<file path="config.mk">
export PLATFORM = sky130hd
export DESIGN_NAME = traffic_demand_monitor
export DESIGN_NICKNAME = d
export VERILOG_FILES = /design/src/rtl/traffic_demand_monitor.sv
export SDC_FILE = /design/constraint.sdc
export NUM_CORES = 1
export LEC_CHECK = 0
export ABC_AREA = 1
export BUFFER_PORTS_ARGS = -buffer_cell sky130_fd_sc_hd__buf_4
export CAP_MARGIN = 5
export CORE_ASPECT_RATIO = 1.2
export CORE_MARGIN = 2
export CORE_UTILIZATION = 28
export DETAILED_ROUTE_END_ITERATION = 6
export MAX_ROUTING_LAYER = met4
export PLACE_DENSITY = 0.45
export RECOVER_POWER = 100
export SYNTH_ARGS = -nofsm -noshare
export SYNTH_HDL_FRONTEND = slang
export SYNTH_SLANG_ARGS = --single-unit
</file>
<file path="constraint.sdc">
create_clock -name clk -period 2.2 [get_ports clk]
set_clock_uncertainty 0.05 [all_clocks]
set_input_delay 0.22 -clock clk [delete_from_list [all_inputs] [get_ports clk]]
set_output_delay 0.22 -clock clk [all_outputs]
set_load 0.05 [all_outputs]
</file>
<file path="src/rtl/traffic_demand_monitor.sv">
// Demand stage for the intersection light controller: lane/pedestrian wait counts, demand flags, emergency conditioning.
// Define DEMAND_SYNC_EN to put 2-flop synchronizers on the raw arrival and emergency inputs.
module traffic_demand_monitor #(
    parameter int DEPART_TICKS = 4,
    parameter int ABS_THRESH   = 5,
    parameter int P_THRESH     = 3,
    parameter int MORE_MARGIN  = 2,
    parameter int EMG_HOLD     = 8
) (
    input  logic       clk,
    input  logic       rst,
    input  logic       m_arr,
    input  logic       l_arr,
    input  logic       s_arr,
    input  logic       p_arr,
    input  logic       m_go,
    input  logic       l_go,
    input  logic       s_go,
    input  logic       p_go,
    input  logic       emg_req,
    output logic [2:0] main_num,
    output logic [2:0] left_num,
    output logic [2:0] sec_num,
    output logic [2:0] p_num,
    output logic       m_more,
    output logic       l_zero,
    output logic       s_more,
    output logic       p_more,
    output logic [2:0] absolute_num,
    output logic       s_emergency
);

    localparam logic [3:0] DEPART_LAST = 4'(DEPART_TICKS - 1);
    localparam logic [3:0] ABS_LEVEL   = 4'(ABS_THRESH);
    localparam logic [3:0] P_LEVEL     = 4'(P_THRESH);
    localparam logic [3:0] MARGIN      = 4'(MORE_MARGIN);
    localparam logic [4:0] HOLD_LOAD   = 5'(EMG_HOLD - 1);

    typedef enum logic [1:0] {IDLE, ACTIVE, HOLD} emg_state_t;

    logic [3:0] arr_raw;
    logic [3:0] arr_sync;
    logic       emg_sync;
    logic [3:0] arr_prev;
    logic [3:0] arr_evt;

    assign arr_raw = {p_arr, s_arr, l_arr, m_arr};

`ifdef DEMAND_SYNC_EN
    logic [4:0] sync_a;
    logic [4:0] sync_b;

    always_ff @(posedge clk or posedge rst) begin
        if (rst) begin
            sync_a <= '0;
            sync_b <= '0;
        end else begin
            sync_a <= {emg_req, arr_raw};
            sync_b <= sync_a;
        end
    end

    assign arr_sync = sync_b[3:0];
    assign emg_sync = sync_b[4];
`else
    assign arr_sync = arr_raw;
    assign emg_sync = emg_req;
`endif

    always_ff @(posedge clk or posedge rst) begin
        if (rst) arr_prev <= '0;
        else     arr_prev <= arr_sync;
    end

    assign arr_evt = arr_sync & ~arr_prev;

    // Vehicle lanes indexed 0 = main, 1 = left, 2 = secondary.
    logic [2:0] veh_go;
    logic [2:0] veh_dep;
    logic [3:0] veh_timer [3];
    logic [2:0] veh_cnt   [3];

    assign veh_go = {s_go, l_go, m_go};

    always_comb begin
        veh_dep = '0;
        for (int i = 0; i < 3; i++)
            veh_dep[i] = veh_go[i] && (veh_timer[i] == DEPART_LAST);
    end

    always_ff @(posedge clk or posedge rst) begin
        if (rst) begin
            for (int i = 0; i < 3; i++) begin
                veh_timer[i] <= '0;
                veh_cnt[i]   <= '0;
            end
        end else begin
            for (int i = 0; i < 3; i++) begin
                if (!veh_go[i] || veh_dep[i]) veh_timer[i] <= '0;
                else                          veh_timer[i] <= veh_timer[i] + 4'd1;
                // A simultaneous arrival and departure cancel out.
                if (arr_evt[i] && !veh_dep[i]) begin
                    if (veh_cnt[i] != 3'd7) veh_cnt[i] <= veh_cnt[i] + 3'd1;
                end else if (veh_dep[i] && !arr_evt[i]) begin
                    if (veh_cnt[i] != 3'd0) veh_cnt[i] <= veh_cnt[i] - 3'd1;
                end
            end
        end
    end

    assign main_num = veh_cnt[0];
    assign left_num = veh_cnt[1];
    assign sec_num  = veh_cnt[2];

    // Walk phase empties the pedestrian queue and swallows any arrival seen meanwhile.
    always_ff @(posedge clk or posedge rst) begin
        if (rst)                           p_num <= '0;
        else if (p_go)                     p_num <= '0;
        else if (arr_evt[3] && p_num != 3'd7) p_num <= p_num + 3'd1;
    end

    logic [3:0] main_w, sec_w, left_w, ped_w;
    assign main_w = {1'b0, main_num};
    assign sec_w  = {1'b0, sec_num};
    assign left_w = {1'b0, left_num};
    assign ped_w  = {1'b0, p_num};

    assign m_more       = main_w > (sec_w + MARGIN);
    assign s_more       = sec_w > (main_w + MARGIN);
    assign l_zero       = (left_num == 3'd0);
    assign p_more       = ped_w >= P_LEVEL;
    assign absolute_num = {main_w >= ABS_LEVEL, sec_w >= ABS_LEVEL, left_w >= ABS_LEVEL};

    emg_state_t state, state_next;
    logic [4:0] hold_cnt, hold_next;

    always_comb begin
        state_next = state;
        hold_next  = hold_cnt;
        case (state)
            IDLE:   if (emg_sync) state_next = ACTIVE;
            ACTIVE: if (!emg_sync) begin
                        state_next = HOLD;
                        hold_next  = HOLD_LOAD;
                    end
            HOLD:   if (emg_sync)              state_next = ACTIVE;
                    else if (hold_cnt == 5'd0) state_next = IDLE;
                    else                       hold_next  = hold_cnt - 5'd1;
            default: state_next = IDLE;
        endcase
    end

    always_ff @(posedge clk or posedge rst) begin
        if (rst) begin
            state       <= IDLE;
            hold_cnt    <= '0;
            s_emergency <= 1'b0;
        end else begin
            state       <= state_next;
            hold_cnt    <= hold_next;
            s_emergency <= (state_next != IDLE);
        end
    end

endmodule

</file>
==> reports/qor.csv <==
metric;value;unit
DRT iter0 DRCs;39;
fmax;0.482;GHz
WL/cell;10.4;µm
status;finished, final reports clean;
Reg-to-Reg Start;veh_timer[0]$_DFF_PP0_;
final setup fails;0;
Post-Syn Nets;300;
Syn Inst Count;266;
DP Area;2520;µm²
Post-layout nets;347;
clk slew on worst S/H paths;0.07;ns
Seq cells post-synth;36;
yosys warns;0;
worst hold path type;primary input to flip-flop;
share of post-route cells with drive strength above 1;13.7;%
worst slew pin tran;0.943;ns
Post-Route WL;4200;µm
final antenna diode count;0;
mean post-synth cell area;8.08;µm²
fin. max-slew vios;0;
Crit Path Class;flip-flop to output port;
Worst IR Drop VDD;1140;µV
Cell Area, Synth;2150;µm²
GRT Residual Overflow;0;
initial antenna violation count;0;
Critical Path AT;1.80;ns
CTS tree;built;
# IOs;31;
Worst setup EP type;output port;
H-tree depth;2;
first-pass GRT wire length;7580;µm
crit path launch;sec_num[1]$_DFFE_PP0P_;
Slew Limit Headroom;37.1;%
Via density;4.40;
PD cells;1280;nW/µm²
Startpoint Class;flip-flop;
cell area after layout;2600;µm²
total CTS buffers;5;
clock sinks;36;
Max FO, Critical Path;8;
RSZ-0062 raised after global routing;no;
insertion delay to the later sink of the worst-skew pair;0.28;ns
Die Area;8400;µm²
# rows;35;
Initial DRT Pass Iterations;4;
IO Port Bufs;30;
largest net degree at the start of global routing;37;
Initial Utilization;28.4;%
Fin Hold WS;0.0290;ns
all-layer global routing usage;11.3;%
area grow syn2layout;21.1;%
die span in y;100;µm
clock root buffer;clkbuf_8;
CP Data Required Time;1.93;ns
dpl hpwl;3130;µm
DRT antenna net count;0;
commonest cells after routing, fill and taps aside;nand2_1, inv_1, dfrtp_1, nand3_1, ha_1;
Leakage;1.35;nW
DRC Markers;0;
via count;1783;
GP Congestion;0.807;
endpoints failing hold;0;
Final Cycle Share;94.3;%
Die Span X;84.0;µm
Clock Path Buffers;2;
Synth cell types;21;
Worst Hold Launch;l_arr;
sequential element share of the synthesized area;41.9;%
MaxCap Viol Count;0;
commonest non-fill, non-tap cell in the layout;nand2_1;
CORE AREA;7580;µm²
min cycle time layout;2.07;ns
number of global-route vias before repair;1750;
-- synth_stat cells --
cell type,count,area [µm²]
inv_1,46,173
nor2_4,2,22.5
or2_1,1,6.26
nor3_2,1,10.0
o21ai_0,14,70.1
o21ai_1,2,10.0
or2_2,3,18.8
nor2_2,1,6.26
nand3b_1,5,37.5
nand4_1,6,37.5
or2_0,1,6.26
xor2_1,2,17.5
dfrtp_1,36,901
ha_1,20,250
nand3_1,24,120
nand2_4,2,22.5
nand2_1,66,248
nand2_2,1,6.26
fa_1,3,60.1
nor2_1,19,71.3
a21oi_1,11,55.1
-- per-stage QoR --
step	setup WS [ns]	total power [mW]	utilization, %	instances	TNS, ns
floorplan	-0.0743	2.36	-	266	-0.0743
global placement	0.337	2.89	33.2	391	0
detailed placement	0.325	2.90	33.2	391	0
CTS	0.0376	3.38	34.7	401	0
global route	0.00250	3.62	34.4	405	0
finish	0.126	3.32	34.4	405	0
-- repair_timing --
item                       4_1_cts  5_1_grt
resized for setup                1        1
hold endpoints to repair         3        0
setup buffers                    0        4
pin swaps                        0        0
setup endpoints to repair        1        2
hold buffers                     3        0
-- routing by layer --
metal / global-route usage, % / share of wire (%)
met3: 2.06 / 3.0
met2: 19.8 / 51
met5: - / 0
met4: 4.09 / 1.6
met1: 12.8 / 44
-- worst paths after layout --
check,depth (start not counted),endpoint,slack [ns]
max,7,m_more,0.13
min,1,arr_prev[1]$_DFF_PP0_,0.03
max reg2reg,9,sec_num[2]$_DFFE_PP0P_,0.32
min reg2reg,1,state[0]$_DFF_PP0_,0.41
max in group asynchronous,3,main_num[1]$_DFFE_PP0P_,1.28
min in group asynchronous,3,veh_timer[2]$_DFF_PP0_,0.18
-- power breakdown --
part           switching (mW)  internal, mW
clock                   0.229         0.215
combinational            1.30         0.617
sequential              0.162         0.791
-- state kept, by name, summed over array words and instances, names as in the netlist --
register / flops
hold_cnt: 5
sec_num: 3
p_num: 3
left_num: 3
arr_prev: 4
veh_timer: 12
state: 2
main_num: 3
s_emergency: 1
-- cells by family (layout without fill, tap and decap cells) --
kind of cell    count (synthesis)  count (layout)  synth area share (%)
compound gates                 27              27                  6.29
fa+ha+maj                      23              23                  14.4
flops                          36              36                  41.9
xor+xnor                        2               2                 0.815
simple gates                  132             132                  28.5
buf+inv                        46              93                  8.03
-- layout make-up --
cell class                 instances  area (µm²)
multi-input combinational        184        1070
clock buffer                       6        72.6
timing repair buffer              40         260
fill                             818        4970
tap                               92         115
sequential                        36         903
inverter                          46         173
clock inverter                     1        5.00
-- critical path, stage by stage (launching register included) --
cell and delay, ns:
dfrtp_2 0.44, inv_1 0.07, ha_1 0.30, ha_1 0.29, nand3_1 0.09, nand2_1 0.06, nor2_2 0.11, buf_6 0.16
No activity file was read; power rests on OpenSTA's default activity.
